### config.mk
export PLATFORM = sky130hd
export DESIGN_NAME = ex_mem_latch
export DESIGN_NICKNAME = d
export VERILOG_FILES = /design/src/rtl/ex_mem_latch.sv
export SDC_FILE = /design/constraint.sdc
export NUM_CORES = 1
export LEC_CHECK = 0
export BUFFER_PORTS_ARGS = -buffer_cell sky130_fd_sc_hd__buf_2
export CAP_MARGIN = 20
export CORE_MARGIN = 3
export CORE_UTILIZATION = 50
export CTS_CLUSTER_SIZE = 28
export DETAILED_ROUTE_END_ITERATION = 10
export GPL_ROUTABILITY_DRIVEN = 0
export PLACE_DENSITY_LB_ADDON = 0.05
export RECOVER_POWER = 25
export SLEW_MARGIN = 20
export SYNTH_ARGS = -nofsm -noshare
export SYNTH_HDL_FRONTEND = slang
export SYNTH_SLANG_ARGS = --single-unit
### constraint.sdc
create_clock -name clk -period 3.95 [get_ports clk]
set_input_delay 0.79 -clock clk [delete_from_list [all_inputs] [get_ports clk]]
set_output_delay 0.79 -clock clk [all_outputs]
set_load 0.01 [all_outputs]
### src/rtl/ex_mem_latch.sv
// EX/MEM pipeline register for the 16-bit five-stage CPU.
// Captures the EX-stage result one cycle later for the memory stage.
// Holds its contents on stall and loads a bubble on flush.
// Registers a MEM-to-MEM forwarding select for a store that directly follows
// a load to its data register.
// Keeps a saturating debug count of honoured stall cycles.
module ex_mem_latch #(
  parameter int DW = 16,
  parameter int RW = 4,
  parameter int CW = 16
) (
  input  logic          clk,
  input  logic          rst,
  input  logic          stall,
  input  logic          flush,
  input  logic          ex_valid,
  input  logic [DW-1:0] ex_alu_out,
  input  logic [DW-1:0] ex_store_data,
  input  logic [RW-1:0] ex_rt,
  input  logic [RW-1:0] ex_rd,
  input  logic          ex_memenable,
  input  logic          ex_memwrite,
  input  logic          ex_regwrite,
  input  logic          ex_memtoreg,
  input  logic          ex_halt,
  output logic          mem_valid,
  output logic [DW-1:0] mem_addr,
  output logic [DW-1:0] mem_memdata,
  output logic [RW-1:0] mem_rd,
  output logic          mem_memenable,
  output logic          mem_memwrite,
  output logic          mem_regwrite,
  output logic          mem_memtoreg,
  output logic          mem_halt,
  output logic          forward_mm,
  output logic [CW-1:0] stall_count
);

  logic          r_valid;
  logic [DW-1:0] r_addr;
  logic [DW-1:0] r_memdata;
  logic [RW-1:0] r_rd;
  logic          r_memenable;
  logic          r_memwrite;
  logic          r_regwrite;
  logic          r_memtoreg;
  logic          r_halt;
  logic          r_forward_mm;
  logic [CW-1:0] r_stall_count;

  logic          w_store_in;
  logic          w_load_held;
  logic          w_forward_mm;

  // Counter increment that sticks at all-ones instead of wrapping.
  function automatic logic [CW-1:0] sat_inc(input logic [CW-1:0] v);
    if (&v) begin
      return v;
    end
    return v + 1'b1;
  endfunction

  // The held instruction is a register-writing load; the incoming one is a
  // valid store. Both move forward on the same edge, so the load ends up in
  // WB while the store is in MEM. r0 is never a real data source.
  assign w_store_in   = ex_valid & ex_memenable & ex_memwrite;
  assign w_load_held  = r_valid & r_memtoreg & r_regwrite;
  assign w_forward_mm = w_store_in & w_load_held & (r_rd == ex_rt) & (ex_rt != '0);

  // Pipeline register update with priority rst > flush > stall > load.
  always_ff @(posedge clk) begin
    if (rst) begin
      r_valid       <= 1'b0;
      r_addr        <= '0;
      r_memdata     <= '0;
      r_rd          <= '0;
      r_memenable   <= 1'b0;
      r_memwrite    <= 1'b0;
      r_regwrite    <= 1'b0;
      r_memtoreg    <= 1'b0;
      r_halt        <= 1'b0;
      r_forward_mm  <= 1'b0;
      r_stall_count <= '0;
    end else if (flush) begin
      r_valid       <= 1'b0;
      r_addr        <= '0;
      r_memdata     <= '0;
      r_rd          <= '0;
      r_memenable   <= 1'b0;
      r_memwrite    <= 1'b0;
      r_regwrite    <= 1'b0;
      r_memtoreg    <= 1'b0;
      r_halt        <= 1'b0;
      r_forward_mm  <= 1'b0;
    end else if (stall) begin
      r_stall_count <= sat_inc(r_stall_count);
    end else begin
      r_valid       <= ex_valid;
      r_addr        <= ex_alu_out;
      r_memdata     <= ex_store_data;
      r_rd          <= ex_rd;
      r_memenable   <= ex_memenable & ex_valid;
      r_memwrite    <= ex_memwrite  & ex_valid;
      r_regwrite    <= ex_regwrite  & ex_valid;
      r_memtoreg    <= ex_memtoreg  & ex_valid;
      r_halt        <= ex_halt      & ex_valid;
      r_forward_mm  <= w_forward_mm;
    end
  end

  assign mem_valid     = r_valid;
  assign mem_addr      = r_addr;
  assign mem_memdata   = r_memdata;
  assign mem_rd        = r_rd;
  assign mem_memenable = r_memenable;
  assign mem_memwrite  = r_memwrite;
  assign mem_regwrite  = r_regwrite;
  assign mem_memtoreg  = r_memtoreg;
  assign mem_halt      = r_halt;
  assign forward_mm    = r_forward_mm;
  assign stall_count   = r_stall_count;

endmodule

Word level (Yosys, flattened, before mapping)
Index checks and enable logic that the tools add are counted.
Operators by class
  bitwise logic cells: 12
  equality and inequality tests: 2
  add/sub/neg operators: 1
  muxes and demuxes: 5
  reductions and logical operators: 4
Operators by type and width (count)
  $add 16x1->16 const B: 1
  $mux 16: 1
  $reduce_and 16->1: 1
  $and 1x1->1: 11
  $eq 4x4->1: 1
  $mux 1: 4
  $reduce_bool 4->1: 1
  $reduce_and 3->1: 1
  $ne 2x2->1 const B: 1
  $reduce_or 2->1: 1
  $not 1->1: 1
Word-level totals
  register bits after elaboration: 59
  output and inout port bits: 59
  input port bits: 50
  word-level logic and storage cells: 35

Logic depth before layout (Yosys ltp)
  depth after elaboration: 7
  mapped depth: 6
  gate-level depth less buffers: 5

Worst setup path after synthesis
OpenSTA, ideal clock, no wires.
  path type: in2reg
  start point: in stall
  end point: reg r_stall_count[12] (netlist: stall_count[12])
  path buffers: 0
  arrival: 1.903 ns
  stages: 4
  setup time: 0.071 ns
  slack: 1.976 ns
  cell sequence: nand2_1 -> or4_4 -> or4_1 -> a21oi_1
Between the ends
  cells in the longest elaborated chain, start to end: 1
RTL lines
  start: declaration: RTL line 14  | input logic stall,
  $reduce_and 3->1 (no source line)
  end signal: assignment: RTL line 96  | r_stall_count <= sat_inc(r_stall_count);
  end: declaration: RTL line 49  | logic [CW-1:0] r_stall_count;
No other way between the ends.
A chain may end at the register's enable or synchronous reset.

Worst setup path after layout
  start point: in stall
  end point: reg r_stall_count[10] (netlist: stall_count[10])
Same word-level chain as after synthesis.

==> results.tsv <==
metric	value	unit
VDD IR max	287	uV
Worst path top cell family by delay	simple AND/OR/NAND/NOR gates	
Syn Nets	302	
status	finished, final reports clean	
Hold Slack	0.489	ns
RR Endpoint	stall_count[5]	
port buffer count	108	
area grow syn2layout	28.1	%
Filler Cell Count	405	
minimum clock period	2.33	ns
Initial DRT Pass Iterations	4	
number of routed nets with antenna violations	0	
clk_skew	0.00450	ns
clock sink count	59	
CP bufs+invs	1	
final setup violating endpoints	0	
register area share after synthesis	0.488	
number of synthesized register bits	59	
TNS Setup	0	ns
max-slew violation count	0	
Worst-Margin Slew	0.807	ns
number of global-route vias before repair	1993	
layout cells sized above 1	0.287	
Reg2Reg Depth	5	
Ys Warns	0	
H-tree depth	3	
die area	5710	um^2
HP Start	forward_mm	
Antenna Diode Count	0	
Setup CP Type	in -> reg	
Hold Fails Final Rpt	0	
commonest cells after routing, fill and taps aside	buf_2, dfxtp_1, nor2_1, mux2i_1, clkbuf_1	
Starting Density	0.537	
largest net degree at the start of global routing	44	
Synth cell types	34	
Post-DP HPWL	3900	um
Critical Path Sink Type	flip-flop	
Setup crit start kind	primary input	
internal reg-to-reg setup slack	1.91	ns
Avg Inst Size Synth	9.64	um^2
Initial DRC Count	137	
FF-to-FF Start	stall_count[0]	
WL/cell	13.3	um
hold-fix buffers at CTS	0	
Max-slew headroom	0.460	
first-pass GRT wire length	8790	um
drt drc	0	
PD cells	390	nW/um^2
CTS tree	yes	
drt via density	5.25	
setup bufs post-CTS	0	
CP Max Fanout	21	
Cell Area, Synth	2420	um^2
count of mapped cells out of synthesis	251	
Lkg Pwr	0.00139	uW
gr ovfl total	0	
CTS Buffer Depth	2	
Endpoint, Worst Hold	forward_mm	
Cells on Worst Hold Path	2	
crit path max-delay cell type	or4_4	
Worst EP required	4.22	ns
final wirelength	5510	um
Nets	408	
Rows	24	
Die Y	75.6	um
IO Pins	109	
CP cell instances	buf_2 -> nand2_1 -> or4_4 -> or4_1 -> a21oi_1	
Die X	75.6	um
CTS clock-pin slew for the worst setup and hold paths	0.07	ns
total track usage	0.203	
initial antenna violation count	0	
Period Utilization, post-route	0.589	
CP arrival	2.59	ns
# resized after CTS	0	
RSZ-0062 raised after global routing	no	
via count	2173	
max cap viols	0	
leading cell type in the layout, fill and taps excluded	buf_2	
core area	4500	um^2
CP max stage delay	0.59	ns
Clk Latency, worst-skew pair	0.33	ns
Num CTS Buffers	9	
Hold WC Path Type	reg -> reg	
clk root buf	clkbuf_8	
Max Clk Rate	0.430	GHz
synthesized netlist by cell type, drive strengths merged:
cell type / instances / area [um^2]
and4: 1 / 8.76
and2: 1 / 7.51
o31ai: 9 / 67.6
inv: 2 / 7.51
or2: 3 / 18.8
nand2: 10 / 37.5
dlygate4sd3: 1 / 10.0
or4: 10 / 78.8
nor3: 4 / 20.0
nand4: 7 / 56.3
dfxtp: 59 / 1180
mux2i: 37 / 370
buf: 6 / 38.8
or3: 8 / 51.3
clkbuf: 7 / 26.3
o21ai: 7 / 35.0
nor4: 1 / 6.26
a32oi: 1 / 8.76
nor2: 44 / 165
nand2b: 2 / 12.5
o41ai: 1 / 27.5
a22oi: 4 / 30.0
and3: 2 / 12.5
a21oi: 17 / 85.1
ha: 1 / 12.5
xor2: 3 / 26.3
nand3: 2 / 10.0
nor2b: 1 / 6.26
flip-flops by register name, indices dropped and copies added, names as in the netlist:
signal,count
mem_addr,16
mem_memdata,16
stall_count,16
mem_rd,4
forward_mm,1
mem_halt,1
mem_memenable,1
mem_memtoreg,1
mem_memwrite,1
mem_regwrite,1
mem_valid,1
how the worst max path moves through the flow:
stage          start               to  slack [ns]  cells after the start
4_1_cts        stall  stall_count[10]        1.64                      5
2_1_floorplan  stall  stall_count[12]        1.98                      4
6_report       stall  stall_count[10]        1.62                      5
5_1_grt        stall   stall_count[9]        1.51                      5
3_3_place_gp   stall  stall_count[10]        1.31                      5
3_5_place_dp   stall  stall_count[10]        1.29                      5
kinds of logic (layout without fill, tap and decap cells):
kind of cell,after synthesis,count (layout),synth area share
and+or+nand+nor,96,96,0.203
DFF,59,59,0.488
AOI/OAI and AO/OA,39,39,0.105
muxes,37,37,0.153
buffers and inverters,16,127,0.0341
xor gates and xnor gates,3,3,0.0109
adders and majority gates,1,1,0.00517
through the flow:
stage | instances | util | setup slack [ns] | instance area (um^2) | power, uW
after detailed placement | 398 | 0.656 | 1.29 | 2960 | 740
after global placement | 398 | 0.656 | 1.31 | 2960 | 738
after global routing | 414 | 0.688 | 1.51 | 3100 | 1260
final | 414 | 0.688 | 1.62 | 3100 | 1210
after CTS | 414 | 0.696 | 1.64 | 3140 | 1230
after floorplan | 251 | - | 1.98 | 2420 | 694
worst min-delay path: stages, from the launching register on:
cell	delay (ns)
dfxtp_1	0.33
a32oi_1	0.05
nor2_1	0.07
metal layers:
layer  global-route usage  wire, um  up-vias
li1                     -         -     1119
met1                0.257      2490      974
met2                0.295      2550       71
met3               0.0844       398        9
met4                0.103        76        0
met5                    0         0        -
power breakdown:
group / switching (uW) / leakage, uW / total (uW) / internal (uW)
combinational: 55.8 / 0.000831 / 106 / 49.8
sequential: 8.31 / 0.000479 / 618 / 609
clock: 242 / 0.0000843 / 485 / 243
total: 306 / 0.00139 / 1210 / 902
final cells by class:
class                   count  area, um^2  share of cell area
repair buffers            109         512               0.165
inverters                   2        7.51             0.00242
clock inverters             6        41.3              0.0133
flip-flops and latches     59        1180               0.381
well taps                  52        65.1              0.0210
clock buffers              10         138              0.0444
multi-input cells         176        1150               0.373
Power figures use the tool's default switching activity.
